File: config.mk
export PLATFORM = sky130hd
export DESIGN_NAME = ex_operand_stage
export DESIGN_NICKNAME = d
export VERILOG_FILES = /design/src/rtl/rv32i_pkg.sv /design/src/rtl/fwd_mux.sv /design/src/rtl/ex_operand_stage.sv
export SDC_FILE = /design/constraint.sdc
export NUM_CORES = 1
export LEC_CHECK = 0
export ABC_AREA = 0
export BUFFER_PORTS_ARGS = -buffer_cell sky130_fd_sc_hd__buf_2
export CAP_MARGIN = 25
export CORE_MARGIN = 5
export CORE_UTILIZATION = 49
export DETAILED_ROUTE_END_ITERATION = 10
export HOLD_SLACK_MARGIN = 0.05
export PLACE_DENSITY = 0.87
export SLEW_MARGIN = 20
export SYNTH_ARGS = -nofsm -noshare
export SYNTH_HDL_FRONTEND = slang
export SYNTH_SLANG_ARGS = --single-unit
File: constraint.sdc
create_clock -name clk -period 5.5 [get_ports clk]
set_clock_uncertainty 0.15 [all_clocks]
set_input_delay 0.825 -clock clk [delete_from_list [all_inputs] [get_ports clk]]
set_output_delay 0.825 -clock clk [all_outputs]
set_load 0.02 [all_outputs]
File: src/rtl/rv32i_pkg.sv
// Shared RV32I constants and the ID/EX payload type used by the execute front end.
package rv32i_pkg;

    localparam int XLEN   = 32;
    localparam int REG_AW = 5;

    // funct3 encodings seen by the ALU and shifter
    localparam logic [2:0] F3_ADD_SUB = 3'b000;
    localparam logic [2:0] F3_SL      = 3'b001;
    localparam logic [2:0] F3_SLT     = 3'b010;
    localparam logic [2:0] F3_SLTU    = 3'b011;
    localparam logic [2:0] F3_XOR     = 3'b100;
    localparam logic [2:0] F3_SR      = 3'b101;
    localparam logic [2:0] F3_OR      = 3'b110;
    localparam logic [2:0] F3_AND     = 3'b111;

    // funct7 bit that selects SUB / arithmetic right shift
    localparam int FUNCT7_ALT_BIT = 5;

    localparam logic [REG_AW-1:0] REG_X0 = '0;

    // Everything the stage latches from decode; forwarding is applied after the register
    typedef struct packed {
        logic [REG_AW-1:0] rs1_addr;
        logic [REG_AW-1:0] rs2_addr;
        logic [XLEN-1:0]   rs1_data;
        logic [XLEN-1:0]   rs2_data;
        logic [XLEN-1:0]   imm;
        logic              use_imm;
        logic [2:0]        funct3;
        logic [6:0]        funct7;
        logic [REG_AW-1:0] rd_addr;
    } id_ex_t;

endpackage

File: src/rtl/fwd_mux.sv
// Operand bypass selector: x0, then EX/MEM, then MEM/WB, then register-file data.
module fwd_mux #(
    parameter int XLEN   = 32,
    parameter int REG_AW = 5
) (
    input  logic [REG_AW-1:0] addr,
    input  logic [XLEN-1:0]   raw_data,
    input  logic              mem_we,
    input  logic [REG_AW-1:0] mem_rd,
    input  logic [XLEN-1:0]   mem_data,
    input  logic              wb_we,
    input  logic [REG_AW-1:0] wb_rd,
    input  logic [XLEN-1:0]   wb_data,
    output logic [XLEN-1:0]   operand
);
    import rv32i_pkg::*;

    // Priority select; the younger EX/MEM result wins over MEM/WB
    always_comb begin
        operand = raw_data;
        if (addr == REG_X0) begin
            operand = '0;
        end else if (mem_we && (mem_rd == addr)) begin
            operand = mem_data;
        end else if (wb_we && (wb_rd == addr)) begin
            operand = wb_data;
        end
    end

endmodule

File: src/rtl/ex_operand_stage.sv
// ID/EX pipeline register with valid/ready handshake, flush, and operand forwarding.
// Forwarding is resolved from the stored raw data every cycle, so a held
// instruction picks up results that retire while it is stalled.
module ex_operand_stage #(
    parameter int XLEN   = 32,
    parameter int REG_AW = 5
) (
    input  logic              clk,
    input  logic              rst,
    input  logic              flush,
    input  logic              in_valid,
    output logic              in_ready,
    input  logic [REG_AW-1:0] in_rs1_addr,
    input  logic [REG_AW-1:0] in_rs2_addr,
    input  logic [XLEN-1:0]   in_rs1_data,
    input  logic [XLEN-1:0]   in_rs2_data,
    input  logic [XLEN-1:0]   in_imm,
    input  logic              in_use_imm,
    input  logic [2:0]        in_funct3,
    input  logic [6:0]        in_funct7,
    input  logic [REG_AW-1:0] in_rd_addr,
    input  logic              mem_fwd_we,
    input  logic [REG_AW-1:0] mem_fwd_rd,
    input  logic [XLEN-1:0]   mem_fwd_data,
    input  logic              wb_fwd_we,
    input  logic [REG_AW-1:0] wb_fwd_rd,
    input  logic [XLEN-1:0]   wb_fwd_data,
    output logic              out_valid,
    input  logic              out_ready,
    output logic [XLEN-1:0]   out_x,
    output logic [XLEN-1:0]   out_y,
    output logic [2:0]        out_funct3,
    output logic [6:0]        out_funct7,
    output logic [REG_AW-1:0] out_rd_addr
);
    import rv32i_pkg::*;

    id_ex_t stage_reg;
    id_ex_t stage_next;
    id_ex_t in_fields;
    logic   valid_reg;
    logic   valid_next;
    logic   capture;

    logic [REG_AW-1:0] src_addr [2];
    logic [XLEN-1:0]   src_raw  [2];
    logic [XLEN-1:0]   src_fwd  [2];

    // The slot frees up whenever it is empty or being consumed this cycle
    assign in_ready = !valid_reg || out_ready;
    assign capture  = in_valid && in_ready && !flush;

    // Pack the decode fields into the stored payload layout
    always_comb begin
        in_fields          = '0;
        in_fields.rs1_addr = in_rs1_addr;
        in_fields.rs2_addr = in_rs2_addr;
        in_fields.rs1_data = in_rs1_data;
        in_fields.rs2_data = in_rs2_data;
        in_fields.imm      = in_imm;
        in_fields.use_imm  = in_use_imm;
        in_fields.funct3   = in_funct3;
        in_fields.funct7   = in_funct7;
        in_fields.rd_addr  = in_rd_addr;
    end

    // Next-state: flush kills the slot but leaves the payload untouched
    always_comb begin
        stage_next = capture ? in_fields : stage_reg;
        valid_next = valid_reg;
        if (flush) begin
            valid_next = 1'b0;
        end else if (capture) begin
            valid_next = 1'b1;
        end else if (valid_reg && out_ready) begin
            valid_next = 1'b0;
        end
    end

    // Pipeline register; reset clears both the valid bit and the payload
    always_ff @(posedge clk or posedge rst) begin
        if (rst) begin
            valid_reg <= 1'b0;
            stage_reg <= '0;
        end else begin
            valid_reg <= valid_next;
            stage_reg <= stage_next;
        end
    end

    assign src_addr[0] = stage_reg.rs1_addr;
    assign src_addr[1] = stage_reg.rs2_addr;
    assign src_raw[0]  = stage_reg.rs1_data;
    assign src_raw[1]  = stage_reg.rs2_data;

    // One bypass selector per source register
    genvar gi;
    generate
        for (gi = 0; gi < 2; gi++) begin : g_fwd
            fwd_mux #(
                .XLEN   (XLEN),
                .REG_AW (REG_AW)
            ) u_fwd (
                .addr     (src_addr[gi]),
                .raw_data (src_raw[gi]),
                .mem_we   (mem_fwd_we),
                .mem_rd   (mem_fwd_rd),
                .mem_data (mem_fwd_data),
                .wb_we    (wb_fwd_we),
                .wb_rd    (wb_fwd_rd),
                .wb_data  (wb_fwd_data),
                .operand  (src_fwd[gi])
            );
        end
    endgenerate

    assign out_valid   = valid_reg;
    assign out_x       = src_fwd[0];
    assign out_y       = stage_reg.use_imm ? stage_reg.imm : src_fwd[1];
    assign out_funct3  = stage_reg.funct3;
    assign out_funct7  = stage_reg.funct7;
    assign out_rd_addr = stage_reg.rd_addr;

endmodule

==> results of run 1 <==
-- area by class of cell --
type,count,area (um2),share of cell area
Multi-Input combinational cell,353,3240,0.365
Clock buffer,21,460,0.0519
Sequential cell,123,3080,0.347
Inverter,34,130,0.0147
Tap cell,180,225,0.0254
Timing Repair Buffer,293,1540,0.174
Clock inverter,11,191,0.0216
-- Yosys cell counts (9+ instances only) --
library cell and n:
buf_2 20, inv_1 34, mux2i_1 64, o221ai_1 32, clkbuf_1 9, a211oi_2 30
buf_4 19, nand2_1 33, mux2_2 122, nor2_1 35, dfrtp_1 123, xor2_1 16
-- path summary, 6_finish.rpt --
kind                                            start                    endpoint  slack (ns)  depth (start not counted)
hold reg to reg            out_rd_addr[1]$_DFFE_PP0P_  out_rd_addr[1]$_DFFE_PP0P_        0.35                          1
min in group clk           out_rd_addr[1]$_DFFE_PP0P_  out_rd_addr[1]$_DFFE_PP0P_        0.35                          1
hold / removal                                    rst   out_funct7[4]$_DFFE_PP0P_        0.29                          2
setup / recovery                        mem_fwd_rd[2]                   out_x[22]        1.49                          7
setup reg to reg                out_valid$_DFFE_PP0P_     src_raw[17]$_DFFE_PP0P_        3.23                          4
max in group asynchronous                         rst     src_raw[22]$_DFFE_PP0P_        3.97                          3
-- power by group through the flow --
stage,Combinational [uW],Clock [uW],Sequential [uW]
6_report,938,1220,1160
3_5_place_dp,933,0,1170
5_1_grt,1010,1290,1180
4_1_cts,939,1240,1160
3_3_place_gp,915,0,1160
2_1_floorplan,658,0,1140
-- per-stage QoR --
stage / util / setup WS, ns / hold WS (ns) / instance area, um2 / power [uW]
after floorplan: - / 1.25 / 0.330 / 6800 / 1800
after global placement: 0.594 / 1.37 / 0.335 / 8150 / 2080
after detailed placement: 0.594 / 1.42 / 0.340 / 8150 / 2100
after CTS: 0.642 / 1.42 / 0.353 / 8810 / 3340
after global routing: 0.646 / 1.31 / 0.318 / 8870 / 3480
final: 0.646 / 1.49 / 0.293 / 8870 / 3320
-- logic make-up (layout without fill, tap and decap cells) --
kind of cell | after synthesis | in the layout | synth area share
DFF | 123 | 123 | 0.453
AOI/OAI and AO/OA | 65 | 65 | 0.0994
muxes | 186 | 186 | 0.296
buffers and inverters | 89 | 359 | 0.0749
and+or+nand+nor | 82 | 82 | 0.0512
xor gates and xnor gates | 20 | 20 | 0.0258
-- layout by cell type, fill, tap and decap left out --
| cell type | count |
|---|---|
| nor4_1 | 4 |
| nor3b_4 | 1 |
| clkbuf_16 | 17 |
| buf_12 | 4 |
| and3_2 | 2 |
| a21oi_1 | 1 |
| mux2_2 | 122 |
| clkinv_4 | 1 |
| buf_2 | 283 |
| inv_1 | 33 |
| buf_4 | 6 |
| xnor2_1 | 4 |
| dfrtp_1 | 123 |
| clkinvlp_4 | 3 |
| nor2b_1 | 1 |
| o221ai_1 | 32 |
| nor3_1 | 1 |
| mux2i_1 | 64 |
| clkinv_2 | 2 |
| nor2_4 | 1 |
| nand4_1 | 1 |
| bufinv_16 | 5 |
| nor2_1 | 35 |
| nand3_4 | 1 |
| clkbuf_1 | 2 |
| a211oi_2 | 30 |
| inv_4 | 1 |
| xor2_1 | 16 |
| or4_2 | 1 |
| clkbuf_8 | 2 |
| a211oi_1 | 2 |
| nand3_1 | 1 |
| nand2_1 | 33 |
-- worst max-delay path, cell delays in order --
cell and delay [ns]:
buf_2 0.12, xor2_1 0.14, nor4_1 0.50, nand3_4 0.45, buf_4 0.45, a211oi_2 0.29, buf_2 0.21
-- per-layer routing --
metal	vias to the layer above	wire length (um)	track usage	part of all wire
met4	0	534	0.104	0.026
met1	2714	7810	0.295	0.38
met3	46	1840	0.0654	0.091
li1	2524	-	-	-
met2	300	10200	0.417	0.50
met5	-	0	0	0
==> metrics.txt, run 1 <==
instance count after placement with tap cells included=around 1000; worst-path maximum fanout=38; Num Clock Sinks=123; layout overhead on the synthesized area=30.4%; number of flops mapped to enable cells by yosys=0; count of different cell masters after synthesis=26; Starting DRT DRC Count=375; share of synthesized flip-flops with an asynchronous set or reset=1.00; Power Dens Cells=around 370 nW/um2; final estimated routing congestion in global placement=0.946; number of buffers inserted by hold repair at cts=0; synthesized netlist net count=768; total overflow reported by the global router=0; total negative setup slack=0 ns; Max IR drop VDD=256 uV; NetSw=1010 uW; share of power burned in the clock network=0.368; sequential area share after synthesis=0.453; Slew Viols, Final=0; clock tree from TritonCTS=yes; largest net degree at the start of global routing=118; area of the core=13700 um2; H-tree depth reported by CTS=4; Die Span X=128 um; Final Hold Violating Endpoints=0; max-cap check violation count=0; CP endpoint kind=primary output; number of global-route vias before repair=between 5000 and 6000; detailed-placement wirelength estimate=14600 um; actual slew at the worst max-slew pin=0.650 ns; sequential power share=0.350; post-route non-filler standard cell count=1015; post-CTS setup-driven buffer insertion count=0; wire length of the first global-routing pass=around 31000 um; category of the worst setup path launch point=input pin; detailed-route DRC error count=0; Die Footprint=16300 um2; fill cell total of the finished layout=1053; RSZ-0062 raised after global routing=false; number of vias in the routed layout=~5600; detailed-route wire length per cell=20.0 um; Final setup viols=0; antenna violations before repair=0; number of synthesized register bits=123; critical path arrival=3.04 ns; Syn. warnings=0; CTS Buf Count=17; period utilization=0.730; Vias/cell=roughly 5.5; internal power=2310 uW; Inserted Diodes=0; clock-pin slew on the worst setup and hold paths=0.05 ns; combinational power share=0.283; Avg Synthesized Cell Area=between 10 and 15 um2; portion of synthesized cell area occupied by the leading cell type=0.453; switching portion of total power=0.305; number of flip-flops in the largest register=64; total of buffers placed on input and output ports=283; global routing usage summed across all routing layers=0.246; kind of critical path=in2out; post-synthesis cell count=565; Pleak=a little over 0.004 uW; antenna viol nets, final=0; effective utilization at floorplan=0.496; worst skew pair latency=0.41 ns; io pins=284; run status=finished, final reports clean; Tightest Hold Check Type=in2async; Tmin final=between 4 and 5 ns; buffers from clock root to sink, at most=2; fin nets=1025; count of standard-cell rows=43; remaining max-slew budget at the tightest pin=0.566; root buffer selected by CTS=clkbuf_16; height of the die=128 um; CP required=4.53 ns; routed wire length=between 20000 and 25000 um; most instantiated flip-flop cell in the synthesis netlist=dfrtp_1; ranking of synthesized cells by area=dfrtp_1 45%, mux2_2 20%, mux2i_1 9.4%; Netlist Area Pre-Place=6800 um2; fraction of layout cells with a size suffix above 1=0.577; router iterations before antenna repair=4; timing-limited maximum frequency=around 0.25 GHz; # resized after CTS=0; Synth area leader=dfrtp_1
Note: power is estimated with default switching activity, not from simulation.
==> run 2, diff against run 1 <==
--- a/config.mk
+++ b/config.mk
@@ -9,10 +9,10 @@
 export BUFFER_PORTS_ARGS = -buffer_cell sky130_fd_sc_hd__buf_2
 export CAP_MARGIN = 25
 export CORE_MARGIN = 5
-export CORE_UTILIZATION = 49
+export CORE_UTILIZATION = 44
 export DETAILED_ROUTE_END_ITERATION = 10
 export HOLD_SLACK_MARGIN = 0.05
-export PLACE_DENSITY = 0.87
+export PLACE_DENSITY = 0.83
 export SLEW_MARGIN = 20
 export SYNTH_ARGS = -nofsm -noshare
 export SYNTH_HDL_FRONTEND = slang
==> constraint.sdc (replaced) <==
create_clock -name clk -period 3.63 [get_ports clk]
set_clock_uncertainty 0.15 [all_clocks]
set_input_delay 0.5445 -clock clk [delete_from_list [all_inputs] [get_ports clk]]
set_output_delay 0.5445 -clock clk [all_outputs]
set_load 0.02 [all_outputs]
==> run 2 against run 1 <==
  * Power up 49%
  * Largest power group unchanged
  * Routed wire length down 8.2%
  * Cell area up 0.32%
  * Die area up 10%
  * Final cell count up 1.3%
  * Count of clock-buffer cells in the layout up 3
==> metrics.txt, run 2 (same netlist as run 1, synthesis figures left out) <==
run status=finished, final reports clean; number of flip-flops in the largest register=64 (unchanged); category of the worst setup path launch point=flip-flop; routed wire length=18700 um (-8.2%); detailed-placement wirelength estimate=14200 um (-2.8%); combinational power share=0.284 (about the same); worst skew pair latency=0.40 ns (about the same); critical path arrival=2.65 ns (-0.39 ns); period utilization=0.920; overall power of the completed layout=4960 uW (+49%); Die Span X=134 um (+5.1%); antenna violations before repair=0 (unchanged); area of the core=15200 um2 (+11%); detailed-route DRC error count=0 (unchanged); root buffer selected by CTS=clkbuf_16; height of the die=134 um (+5.1%); sequential power share=0.351 (about the same); detailed-route wire length per cell=18.2 um (-9.3%); Tmin final=3.34 ns; layout overhead on the synthesized area=30.8%; CP required=2.94 ns (-1.59 ns); internal power=3480 uW (+51%); Num Clock Sinks=123 (unchanged); kind of critical path=reg2out; clock-pin slew on the worst setup and hold paths=0.05 ns (about the same); Starting DRT DRC Count=205 (-45%); total overflow reported by the global router=0 (unchanged); global routing usage summed across all routing layers=0.205 (-0.0406); effective utilization at floorplan=0.447 (-0.0483); max-cap check violation count=0 (unchanged); remaining max-slew budget at the tightest pin=0.415 (-0.151); clock tree from TritonCTS=yes; router iterations before antenna repair=4 (unchanged); buffers from clock root to sink, at most=2 (unchanged); RSZ-0062 raised after global routing=false; timing-limited maximum frequency=0.299 GHz; most frequent cells in the layout=283 x buf_2, 123 x dfrtp_1, 122 x mux2_2; NetSw=1480 uW (+46%); antenna viol nets, final=0 (unchanged); Vias/cell=5.24 (-4.8%); actual slew at the worst max-slew pin=0.875 ns (+0.225 ns); Power Dens Cells=558 nW/um2 (+49%); # resized after CTS=0 (unchanged); most common library cell in the layout ignoring fill and taps=buf_2; Final setup viols=0 (unchanged); worst-path maximum fanout=14 (-63%); number of global-route vias before repair=5810 (-1.8%); Inserted Diodes=0 (unchanged); Tightest Hold Check Type=in2async; Max IR drop VDD=363 uV (+42%); number of vias in the routed layout=5383 (-3.6%); Final Hold Violating Endpoints=0 (unchanged); fraction of layout cells with a size suffix above 1=0.580 (+0.00252); final estimated routing congestion in global placement=0.894 (-5.5%); CTS Buf Count=17 (unchanged); post-CTS setup-driven buffer insertion count=0 (unchanged); total of buffers placed on input and output ports=283 (unchanged); largest net degree at the start of global routing=67 (-43%); wire length of the first global-routing pass=29500 um (-5.3%); number of buffers inserted by hold repair at cts=0 (unchanged); io pins=284 (unchanged); share of power burned in the clock network=0.365 (-0.003); Slew Viols, Final=0 (unchanged); total negative setup slack=0 ns (unchanged); H-tree depth reported by CTS=4 (unchanged); count of standard-cell rows=45 (+4.7%); switching portion of total power=0.298 (-0.00716); Die Footprint=18000 um2 (+10%); CP endpoint kind=primary output; Pleak=0.00413 uW (+0.70%); fin nets=1031 (+0.59%)
==> run 2: final timing paths <==
kind                                             from                    endpoint  slack [ns]  cells past startpoint
max                           src_addr[9]$_DFFE_PP0P_                   out_x[25]        0.29                      7
min                                               rst   out_funct7[4]$_DFFE_PP0P_        0.16                      2
max reg2reg                     out_valid$_DFFE_PP0P_   stage_reg[46]$_DFFE_PP0P_        1.49                      4
min reg2reg                out_rd_addr[2]$_DFFE_PP0P_  out_rd_addr[2]$_DFFE_PP0P_        0.35                      1
max in group asynchronous                         rst     src_raw[24]$_DFFE_PP0P_        2.33                      3
min in group clk                                flush       out_valid$_DFFE_PP0P_        0.20                      2
==> run 2: layout make-up <==
cell class | count | area [um2]
fill | 1259 | 6310
multi-input combinational | 353 | 3240
sequential | 123 | 3080
timing repair buffer | 299 | 1570
clock buffer | 24 | 502
tap | 188 | 235
clock inverter | 7 | 135
inverter | 34 | 131
==> run 2: layer usage <==
layer | GRT usage | part of all wire
met5 | 0 | 0
met4 | 0.0860 | 0.028
met3 | 0.0683 | 0.077
met2 | 0.342 | 0.49
met1 | 0.244 | 0.41
==> run 2: worst max-delay path, stage by stage (launching register included) <==
cell	delay, ns
dfrtp_1	0.43
xor2_1	0.18
nor4_1	0.28
and3_2	0.42
buf_4	0.34
mux2i_1	0.14
a211oi_2	0.25
buf_2	0.20
==> run 2: stage by stage <==
| stage | util | std cells | setup WS (ns) | area [um2] | hold WS [ns] |
|---|---|---|---|---|---|
| floorplan | - | 565 | 0.989 | 6800 | 0.330 |
| global placement | 0.543 | 997 | 0.539 | 8260 | 0.337 |
| detailed placement | 0.543 | 997 | 0.514 | 8260 | 0.339 |
| CTS | 0.585 | 1028 | 0.282 | 8890 | 0.173 |
| global route | 0.585 | 1028 | 0.127 | 8890 | 0.195 |
| finish | 0.585 | 1028 | 0.289 | 8890 | 0.165 |
==> run 2: power groups by stage <==
stage | sequential, uW | combinational (uW) | clock [uW]
after detailed placement | 1770 | 1420 | 0
after global placement | 1760 | 1390 | 0
after CTS | 1740 | 1420 | 1850
after floorplan | 1720 | 997 | 0
after global routing | 1780 | 1520 | 1920
final | 1740 | 1410 | 1810
==> run 3, diff against run 2 <==
--- a/config.mk
+++ b/config.mk
@@ -12,7 +12,9 @@
 export CORE_UTILIZATION = 44
 export DETAILED_ROUTE_END_ITERATION = 10
 export HOLD_SLACK_MARGIN = 0.05
+export MAX_ROUTING_LAYER = met4
 export PLACE_DENSITY = 0.83
+export REMOVE_ABC_BUFFERS = 1
 export SLEW_MARGIN = 20
 export SYNTH_ARGS = -nofsm -noshare
 export SYNTH_HDL_FRONTEND = slang
==> run 3 against run 2 <==
  * Core utilization decreased by 0.082 points
  * Count of clock-buffer cells in the layout down 3
  * Largest power group is now registers
  * Worst hold slack better by 0.026 ns
  * Sequential cell count is the same
==> metrics.txt, run 3 (same netlist as run 1, synthesis figures left out) <==
run status=finished, final reports clean; number of flip-flops in the largest register=64 (unchanged); fraction of layout cells with a size suffix above 1=0.580 (unchanged); critical-path cell with the highest stage delay=or4_2; delay of the slowest critical-path stage=0.71 ns (+0.28 ns); remaining max-slew budget at the tightest pin=0.418 (+0.00248); overall power of the completed layout=4900 uW (-1.2%); worst hold path endpoint=out_valid$_DFFE_PP0P_; kind of critical path=reg2out; total overflow reported by the global router=0 (unchanged); Tightest Hold Check Type=in2reg; routed wire length=19600 um (+5.1%); worst skew pair latency=0.41 ns (about the same); CTS Buf Count=17 (unchanged); RSZ-0062 raised after global routing=false; total negative setup slack=0 ns (unchanged); core utilization of the finished layout=0.584 (-0.000823); worst slack on hold paths=0.191 ns (+0.0261 ns); worst reg-to-reg setup slack=1.49 ns (about the same); Min-Delay Startpoint=flush; number of vias in the routed layout=5443 (+1.1%); Final Hold Violating Endpoints=0 (unchanged); Hold Path Stages=2; fin nets=1030 (-0.097%); Slew Viols, Final=0 (unchanged); critical-path cell list=or4_2, nor2_4, buf_12, a211oi_1, buf_2; Final setup viols=0 (unchanged); global routing usage summed across all routing layers=0.225 (+0.0203); category of the worst setup path launch point=flip-flop; post-CTS setup-driven buffer insertion count=0 (unchanged); Die Footprint=18000 um2 (unchanged); count of standard-cell rows=45 (unchanged); router iterations before antenna repair=5 (+1); post-route non-filler standard cell count=1030 (+0.19%); effective utilization at floorplan=0.447 (unchanged); layout overhead on the synthesized area=30.6%; buffers from clock root to sink, at most=2 (unchanged); most frequent cells in the layout=283 x buf_2, 123 x dfrtp_1, 122 x mux2_2; total of buffers placed on input and output ports=283 (unchanged); clock tree from TritonCTS=yes; actual slew at the worst max-slew pin=0.874 ns (-0.00188 ns); io pins=284 (unchanged); Power Dens Cells=552 nW/um2 (-1.0%); Num Clock Sinks=123 (unchanged); detailed-route DRC error count=0 (unchanged); number of global-route vias before repair=5951 (+2.4%); critical path arrival=2.59 ns (-0.06 ns); worst-path maximum fanout=21 (+7); CP required=2.94 ns (about the same); Max IR drop VDD=382 uV (+5.4%); Tmin final=3.29 ns (-0.0557 ns); detailed-route wire length per cell=19.1 um (+4.9%); Die Span X=134 um (unchanged); max-cap check violation count=0 (unchanged); area of the core=15200 um2 (unchanged); instance count after placement with tap cells included=995 (-0.20%); detailed-placement wirelength estimate=14200 um (+0.38%); H-tree depth reported by CTS=4 (unchanged); Starting DRT DRC Count=188 (-8.3%); fill cell total of the finished layout=1279 (+1.6%); height of the die=134 um (unchanged); period utilization=0.905 (-0.0153); endpoint of the most critical register-to-register path=stage_reg[44]$_DFFE_PP0P_; clock-pin slew on the worst setup and hold paths=0.06 ns (about the same); Pleak=0.00411 uW (-0.38%); Vias/cell=5.28 (+0.92%); root buffer selected by CTS=clkbuf_16; final estimated routing congestion in global placement=0.889 (-0.62%); largest net degree at the start of global routing=70 (+4.5%); CP endpoint kind=primary output; Reg-to-Reg Start=out_valid$_DFFE_PP0P_; timing-limited maximum frequency=0.304 GHz (+1.7%); antenna violations before repair=2 (+2); number of cell instances on the worst register-to-register path=4 (unchanged); wire length of the first global-routing pass=30600 um (+3.9%); most common library cell in the layout ignoring fill and taps=buf_2; antenna viol nets, final=0 (unchanged)
-- run 3: worst max-delay path: cells and delay by family (launching register included) --
kind,cells,cell delay (ns)
AND/OR/NAND/NOR,2,1.19
flip-flops,1,0.42
buffers and inverters,2,0.49
AO/OA/AOI/OAI,1,0.06
-- run 3: metal layers --
| metal | share of wire | global-route usage | up-vias |
|---|---|---|---|
| li1 | - | - | 2546 |
| met1 | 0.39 | 0.249 | 2646 |
| met2 | 0.53 | 0.394 | 220 |
| met3 | 0.064 | 0.0551 | 31 |
| met4 | 0.019 | 0.0843 | 0 |
| met5 | 0 | - | - |
-- run 3: how the worst max path moves through the flow --
stage	startpoint	end	slack (ns)
after floorplan	out_valid$_DFFE_PP0P_	out_funct3[0]$_DFFE_PP0P_	-2.57
after global placement	mem_fwd_rd[2]	out_x[7]	0.68
after detailed placement	mem_fwd_rd[3]	out_x[0]	0.66
after CTS	src_addr[9]$_DFFE_PP0P_	out_x[0]	0.32
after global routing	src_addr[8]$_DFFE_PP0P_	out_x[7]	0.22
final	src_addr[9]$_DFFE_PP0P_	out_x[31]	0.34
-- run 3: repair_timing --
item                                   4_1_cts  5_1_grt
endpoints found under the hold margin       34        0
hold buffers                                 1        0
resized for setup                            0        0
-- run 3: area by class of cell --
type,instances,area (um2),share of cell area
diodes,2,5.00,0.000563
clock inverters,11,143,0.0161
well taps,188,235,0.0265
multi-input cells,353,3240,0.365
flip-flops and latches,123,3080,0.347
clock buffers,21,470,0.0530
repair buffers,298,1580,0.178
inverters,34,130,0.0146
-- run 3: power by group --
group	switching (uW)	internal, uW
registers	139	1610
logic	782	641
clock network	602	1130
total	1520	3380
-- run 3: per-stage QoR --
stage / instance area, um2 / setup slack (ns)
global placement: 8250 / 0.681
detailed placement: 8250 / 0.657
global route: 8880 / 0.216
floorplan: 6420 / -2.57
finish: 8880 / 0.345
CTS: 8880 / 0.318
